===== src/rtl/iot_topk_filter.sv =====
// iot_topk_filter: byte-serial top-K / bottom-K filter.
// Bytes are packed LSB-first into W-bit words. Each round of ROUND words
// keeps a sorted K-entry list, which is drained in rank order once the
// round's last word has been inserted.
module iot_topk_filter #(
  parameter int BYTES = 16,
  parameter int ROUND = 8,
  parameter int K     = 2,
  localparam int W    = 8 * BYTES,
  localparam int RW   = (K > 1) ? $clog2(K) : 1
) (
  input  logic          clk,
  input  logic          rst,
  input  logic          in_en,
  input  logic [7:0]    iot_in,
  input  logic          mode_sel,
  output logic          busy,
  output logic          valid,
  output logic [W-1:0]  iot_out,
  output logic [RW-1:0] out_rank
);

  localparam int BW = (BYTES > 1) ? $clog2(BYTES) : 1;
  localparam int WW = (ROUND > 1) ? $clog2(ROUND) : 1;
  localparam logic [BW-1:0] B_LAST = BW'(BYTES - 1);
  localparam logic [WW-1:0] W_LAST = WW'(ROUND - 1);
  localparam logic [3:0]    D_LAST = 4'(K);

  // Illegal parameter combinations stop elaboration.
  generate
    if (ROUND < K) begin : g_round_check
      $error("iot_topk_filter: ROUND must be >= K");
    end
    if (K < 1 || K > 8) begin : g_k_check
      $error("iot_topk_filter: K must be in 1..8");
    end
    if (BYTES < 1 || BYTES > 32) begin : g_bytes_check
      $error("iot_topk_filter: BYTES must be in 1..32");
    end
  endgenerate

  typedef enum logic [1:0] {
    RESET_EXIT,
    COLLECT,
    FLUSH,
    DRAIN
  } state_t;

  state_t state;
  state_t state_next;

  logic [BW-1:0] b;
  logic [WW-1:0] w;
  logic [W-1:0]  asm_word;
  logic [W-1:0]  word_full;
  logic [W-1:0]  new_word;
  logic          ins_pending;
  logic          round_mode;

  logic [W-1:0]  entry     [K];
  logic [K-1:0]  entry_v;
  logic [W-1:0]  ins_entry [K];
  logic [K-1:0]  ins_v;
  logic [K-1:0]  take;

  logic [3:0]    drain_cnt;

  logic          accept;
  logic          word_done;
  logic          round_done;
  logic          drain_end;

  // State register.
  always_ff @(posedge clk or posedge rst) begin
    if (rst) state <= RESET_EXIT;
    else     state <= state_next;
  end

  // Next-state decode plus the per-cycle control strobes.
  always_comb begin
    state_next = state;
    accept     = 1'b0;
    word_done  = 1'b0;
    round_done = 1'b0;
    drain_end  = 1'b0;
    case (state)
      RESET_EXIT: state_next = COLLECT;
      COLLECT: begin
        accept     = in_en;
        word_done  = in_en && (b == B_LAST);
        round_done = in_en && (b == B_LAST) && (w == W_LAST);
        if (round_done) state_next = FLUSH;
      end
      FLUSH: state_next = DRAIN;
      DRAIN: begin
        if (drain_cnt == D_LAST) begin
          drain_end  = 1'b1;
          state_next = COLLECT;
        end
      end
      default: state_next = COLLECT;
    endcase
  end

  // The completed word is the assembly buffer with the final byte in the MSB slot.
  always_comb begin
    word_full = asm_word;
    word_full[W-1 -: 8] = iot_in;
  end

  // Byte/word counters, byte assembly, per-round mode latch, insertion handoff.
  always_ff @(posedge clk or posedge rst) begin
    if (rst) begin
      b           <= '0;
      w           <= '0;
      asm_word    <= '0;
      new_word    <= '0;
      ins_pending <= 1'b0;
      round_mode  <= 1'b0;
    end else begin
      ins_pending <= word_done;
      if (accept) begin
        asm_word[{b, 3'b000} +: 8] <= iot_in;
        if ((b == '0) && (w == '0)) round_mode <= mode_sel;
        if (word_done) begin
          b        <= '0;
          new_word <= word_full;
          w        <= (w == W_LAST) ? '0 : w + 1'b1;
        end else begin
          b <= b + 1'b1;
        end
      end
    end
  end

  // An entry is displaced when empty or strictly worse; ties keep the older word.
  always_comb begin
    take = '0;
    for (int i = 0; i < K; i++) begin
      if (!entry_v[i])     take[i] = 1'b1;
      else if (round_mode) take[i] = (new_word < entry[i]);
      else                 take[i] = (new_word > entry[i]);
    end
  end

  // Because the list is sorted, take[] is a thermometer: the first set bit
  // receives the new word and every later set bit pulls from its predecessor.
  always_comb begin
    for (int i = 0; i < K; i++) begin
      ins_entry[i] = entry[i];
      ins_v[i]     = entry_v[i];
    end
    if (take[0]) begin
      ins_entry[0] = new_word;
      ins_v[0]     = 1'b1;
    end
    for (int i = 1; i < K; i++) begin
      if (take[i]) begin
        if (!take[i-1]) begin
          ins_entry[i] = new_word;
          ins_v[i]     = 1'b1;
        end else begin
          ins_entry[i] = entry[i-1];
          ins_v[i]     = entry_v[i-1];
        end
      end
    end
  end

  // Sorted list storage: updated by each pending insertion, emptied after drain.
  always_ff @(posedge clk or posedge rst) begin
    if (rst) begin
      entry_v <= '0;
      for (int i = 0; i < K; i++) entry[i] <= '0;
    end else if (drain_end) begin
      entry_v <= '0;
    end else if (ins_pending) begin
      entry_v <= ins_v;
      for (int i = 0; i < K; i++) entry[i] <= ins_entry[i];
    end
  end

  // Registered outputs: busy window, and rank-ordered drain of the list.
  always_ff @(posedge clk or posedge rst) begin
    if (rst) begin
      busy      <= 1'b1;
      valid     <= 1'b0;
      iot_out   <= '0;
      out_rank  <= '0;
      drain_cnt <= '0;
    end else begin
      case (state)
        RESET_EXIT: busy <= 1'b0;
        COLLECT: begin
          if (round_done) busy <= 1'b1;
        end
        FLUSH: begin
          valid     <= 1'b1;
          iot_out   <= ins_entry[0];
          out_rank  <= '0;
          drain_cnt <= 4'd1;
        end
        DRAIN: begin
          if (drain_end) begin
            valid <= 1'b0;
            busy  <= 1'b0;
          end else begin
            iot_out   <= entry[drain_cnt[RW-1:0]];
            out_rank  <= drain_cnt[RW-1:0];
            drain_cnt <= drain_cnt + 4'd1;
          end
        end
        default: ;
      endcase
    end
  end

endmodule


===== config.mk =====
export PLATFORM = sky130hd
export DESIGN_NAME = iot_topk_filter
export DESIGN_NICKNAME = d
export VERILOG_FILES = /design/src/rtl/iot_topk_filter.sv
export SDC_FILE = /design/constraint.sdc
export NUM_CORES = 2
export LEC_CHECK = 0
export CAP_MARGIN = 0
export CORE_MARGIN = 2
export CORE_UTILIZATION = 65
export CTS_CLUSTER_DIAMETER = 200
export DETAILED_ROUTE_END_ITERATION = 10
export HOLD_SLACK_MARGIN = 0.06
export PLACE_DENSITY = 0.84
export SLEW_MARGIN = 30
export SYNTH_ARGS = -nofsm -noshare
export SYNTH_HDL_FRONTEND = slang
export SYNTH_SLANG_ARGS = --single-unit

===== constraint.sdc =====
create_clock -name clk -period 54.8 [get_ports clk]
set_clock_uncertainty 0.15 [all_clocks]
set_input_delay 10.96 -clock clk [delete_from_list [all_inputs] [get_ports clk]]
set_output_delay 10.96 -clock clk [all_outputs]
set_load 0.01 [all_outputs]

Yosys cells after proc, flatten, opt, wreduce, memory -nomap -nowiden
Index checks and enable logic that the tools add are counted.
{ "word_totals": {"output_inout_bits": 131, "regBits": 660, "inputBits": 12, "elab_cells": 96} }
{ "classes": {"muxes": 35, "n_lt_le_gt_ge": 5, "add_sub_neg": 4, "bitwise": 2, "shift": 2, "n_eq_ne": 11, "reduce_logical": 21} }
{ "ops": {"columns": ["op", "count"], "rows": [
  ["$mux W128", 6],
  ["$gt A128 B128 Y1", 2],
  ["$lt A128 B128 Y1", 2],
  ["$pmux W128 S2", 1],
  ["$bwmux W128", 1],
  ["$shift A8 B9 Y128 const A", 1],
  ["$shiftx A8 B9 Y128", 1],
  ["$reduce_and A2 Y1", 8],
  ["$mux W1", 15],
  ["$ne A2 B2 Y1 const B", 5],
  ["$neg A7 Y9", 1],
  ["$add A4 B1 Y4 const B", 2],
  ["$mux W2", 4],
  ["$mux W4", 2],
  ["$pmux W2 S4", 1],
  ["$pmux W4 S2", 1],
  ["$reduce_bool A2 Y1", 4],
  ["$reduce_and A3 Y1", 2],
  ["$eq A2 B2 Y1 const B", 2],
  ["$eq A4 B2 Y1 const B", 1],
  ["$eq A4 B4 Y1 const B", 1],
  ["$logic_not A4 Y1", 1],
  ["$pmux W1 S2", 2],
  ["$add A3 B1 Y3 const B", 1],
  ["other kinds (11)", 13]
]} }

Depth between registers and ports, before layout
{ "depth": {"ltp_word": 7, "ltp_mapped": 14, "depth_no_buf": 11} }

Worst setup path after synthesis
OpenSTA, ideal clock, no wires.
{ "synth_path": {"kind": "input port to flip-flop", "startpoint": "in in_en", "endpoint": "reg asm_word[56]", "setup_slack_ns": 42.090, "cell_stages": 5, "required_time_ns": 54.525, "setup_ns": 0.125, "arrival_ns": 12.436, "path_buffers": 0, "path_cell_list": "nand2_1 > nor2_1 > nand2_1 > nor3b_1 > mux2_2"} }
{ "synth_via": {"elab_chain_len": 1} }
{ "synth_lines": {"columns": ["item", "line_no", "rtl"], "rows": [
  ["start, declared", "14", "input logic in_en,"],
  ["$mux W1", "86", "case (state)"],
  ["end signal, assigned by index", "123", "asm_word[{b, 3'b000} +: 8] <= iot_in;"],
  ["end, declared", "54", "logic [W-1:0] asm_word;"]
]} }
No other way between the ends.
A chain may end at the register's enable or synchronous reset.

Worst setup path in the final report
{ "layout_path": {"startpoint": "in in_en", "endpoint": "reg new_word[78]"} }
{ "layout_via": {"elab_chain_len": 3, "word_cells_on_any_way": 4, "cone_classes": "2 x mux; 2 x reduce/logical"} }
{ "layout_lines": {"columns": ["item", "line_no", "rtl"], "rows": [
  ["$logic_and A1 B1 Y1", "90", "word_done = in_en && (b == B_LAST);"],
  ["$mux W1", "86", null],
  ["$reduce_and A2 Y1 (no line) (*)", null, null],
  ["end signal, assigned", "127", "new_word <= word_full;"],
  ["end, declared", "56", "logic [W-1:0] new_word;"]
]} }
Every way passes the cells marked *; elsewhere a longest branch is shown, timed or not.

==> flow_metrics.py <==
metrics = {
    "sta": {
        "hold_viol_final": 0,
        "fin_crit_sh": 0.249,
        "min_period_ps": 13620,
        "fmax_mhz": 73.4,
        "worst_pin_slew_ps": 1240,
        "setup-violations-final": 0,
        "relSlewSlack": 0.171,
        "rsz0062_at_grt": "false",
        "setup_tns_ps": 0,
        "whs_ps": 302,
        "drv_slew": 0,
    },
    "layout": {
        "final_cells": 4820,
        "final_cell_mix": "709 x nand2_1, 649 x dfrtp_1, 300 x o21ai_0",
        "fin_util": 0.728,
        "final_layout_size_suffix_gt1_frac": 0.0945,
        "num-nets-final": 4288,
        "area_growth_pct": 11.0,
        "layout_commonest_cell": "nand2_1",
    },
    "clock_network": {
        "hold_buffers": 0,
        "cts_setup_buffers": 0,
        "cts_tree": "yes",
        "clk_path_buf_depth": 3,
        "cts_buffers": 71,
        "clkLatencyLatePin_ps": 630,
        "clk_pin_slew_ps": 60,
        "root_buffer": "clkbuf_16",
        "htreeDepth": 3,
        "cts_sinks": 652,
        "cts-resized-gates": 0,
    },
    "pwr": {
        "peakVddDrop_mv": 0.149,
        "intPower_mw": 1.32,
        "leakagePower_nw": 19.0,
        "power_density_nw_per_um2": 64.3,
        "fin_total_pwr_mw": 2.63,
        "clockPowerShare": 0.190,
        "p_seq_frac": 0.305,
        "combPwrFrac": 0.504,
        "power_switching_mw": 1.32,
        "sw_frac_of_total": 0.501,
    },
    "synth": {
        "synth.yosys.seq_area_share": 0.442,
        "yosys_warnings": 0,
        "syn_nets": 4344,
        "syn_avg_cell_area_um2": 9.08,
        "syn_inst": 4062,
        "async_reset_ff_frac": 1.00,
        "ys_ff_latch": 652,
        "synth_edf_count": 0,
        "syn_area_um2": 36900,
        "synth.distinct_cells": 62,
        "ys.flop_type": "dfrtp_1",
    },
    "route": {
        "drtAntennaViolNets": 0,
        "drcViolationCount": 0,
        "vias": 32724,
        "wl_per_cell_um": 22.7,
        "drt_iter0_markers": 3678,
        "drt_wl_total_um": 109000,
        "drt-vias-per-instance": 6.79,
        "drt-pass1-iter-count": 6,
    },
    "worst_setup_path": {
        "critPathRequiredTime_ps": 55200,
        "arrival_ps": 14020,
        "crit_type": "in -> reg",
        "cp-start-kind": "primary input",
        "critPathMaxFanout": 69,
        "reg2reg_depth": 11,
        "timing.rr.end": "entry[76]",
        "r2r-start": "new_word[125]",
        "endpoint_kind": "flop",
        "ff2ff_setup_slack_ps": 48490,
    },
    "worst_hold_path": {
        "holdCritStartpoint": "asm_word[29]",
        "min_path_cells": 2,
        "worst_hold_path_type": "reg -> reg",
        "hold-path-endpoint": "new_word[29]",
    },
    "floorplan": {
        "core_um2": 56300,
        "die_w_um": 242,
        "die_h_um": 242,
        "initial_core_util": 0.655,
        "ioPinCount": 143,
        "fp-row-count": 87,
        "die_area_um2": 58700,
    },
    "run_status": {
        "status": "completed",
    },
    "placed_design": {
        "hpwl_um": 63300,
        "place.gp.congestion": 0.917,
        "portBuffers": 142,
        "dp.cells": 4686,
    },
    "global_route": {
        "grtUsageTotal": 0.370,
        "grt_max_degree": 190,
        "grt_pass1_wl_um": 175000,
        "antenna_found_initial": 3,
        "grt_pass1_vias": 32300,
        "grt-ovfl-total": 0,
    },
    "run": {
        "maxCapViolCount": 0,
    },
}
sequential cells by signal (all words and copies together), names as in the netlist:
name         count
valid            1
entry_v          2
busy             1
entry          256
new_word       128
ins_pending      1
iot_out        128
asm_word       120
out_rank         1
w                3
b                4
round_mode       1
state            2
drain_cnt        4
cell usage after synthesis, types with 3 or more instances:
cell type / number / area, um^2
o211ai_1: 131 / 983
inv_1: 273 / 1020
a211oi_1: 13 / 97.6
nor3_1: 17 / 85.1
o21ai_0: 300 / 1500
o21a_1: 5 / 37.5
nor4_1: 12 / 75.1
nand4_1: 183 / 1140
and3_1: 137 / 857
or3_1: 3 / 18.8
and4_1: 6 / 52.6
nor2_1: 40 / 150
xnor2_1: 4 / 35.0
nor3b_1: 3 / 22.5
and2_1: 12 / 75.1
dfrtp_1: 651 / 16300
nand2b_1: 5 / 31.3
a221oi_1: 8 / 70.1
mux2_2: 205 / 2310
clkbuf_1: 263 / 987
nand3_1: 158 / 791
ha_1: 270 / 3380
mux2i_1: 3 / 30.0
buf_8: 8 / 120
nand2_1: 710 / 2670
a31oi_1: 258 / 1610
nor2b_1: 6 / 37.5
a221o_1: 6 / 60.1
a21o_1: 19 / 143
mux2_1: 45 / 507
buf_6: 6 / 67.6
a21oi_1: 230 / 1150
buf_1: 27 / 101
buf_2: 6 / 30.0
cells by family (layout without fill, tap and decap cells):
group	Yosys count	in the layout	share of synthesized area
buffers and inverters	585	586	0.0634
other	0	1	0
and+or+nand+nor	1303	1303	0.165
AOI/OAI and AO/OA	994	994	0.159
adders and majority gates	270	270	0.0916
muxes	253	253	0.0771
DFF	652	652	0.442
xor gates and xnor gates	5	5	0.00119
cell type report:
type | instances | area (um^2)
Tap cell | 756 | 946
Clock buffer | 107 | 2160
Fill cell | 3943 | 15300
Sequential cell | 652 | 16300
Inverter | 274 | 1040
Timing Repair Buffer | 182 | 1880
Multi-Input combinational cell | 2825 | 18300
Clock inverter | 23 | 272
Antenna cell | 1 | 2.50
per-stage QoR:
stage                     setup slack [ps]  instance area (um^2)
after floorplan                      25420                 36900
after global placement               40350                 38400
after detailed placement             40340                 38400
after CTS                            40960                 40800
after global routing                 41030                 41000
final                                41180                 41000
power groups by stage:
stage | clock network [mW] | logic [mW] | registers, mW
after floorplan | 0 | 0.829 | 0.757
after global placement | 0 | 1.23 | 0.799
after detailed placement | 0 | 1.27 | 0.802
after CTS | 0.503 | 1.28 | 0.797
after global routing | 0.523 | 1.42 | 0.821
final | 0.502 | 1.33 | 0.804
routing by layer:
layer  vias to the layer above  GRT usage  share of wire
li1                      14390          -              -
met5                         -          0        0.00021
met4                         4      0.192          0.050
met3                       395     0.0865           0.12
met1                     15807      0.499           0.39
met2                      2128      0.562           0.45
how the worst max path moves through the flow:
stage | start | end | slack, ps | cells past startpoint
2_1_floorplan | rst | asm_word[0] | 25420 | 1
3_3_place_gp | in_en | w[1] | 40350 | 7
3_5_place_dp | in_en | w[1] | 40340 | 7
4_1_cts | in_en | w[1] | 40960 | 7
5_1_grt | in_en | w[1] | 41030 | 6
6_report | in_en | new_word[78] | 41180 | 7
worst max-delay path: stages:
cell	delay, ps
clkdlybuf4s50_1	500
and4_1	330
nand2_4	440
inv_4	740
buf_4	720
nand2_1	150
nand2_1	100
Power figures use the tool's default switching activity.
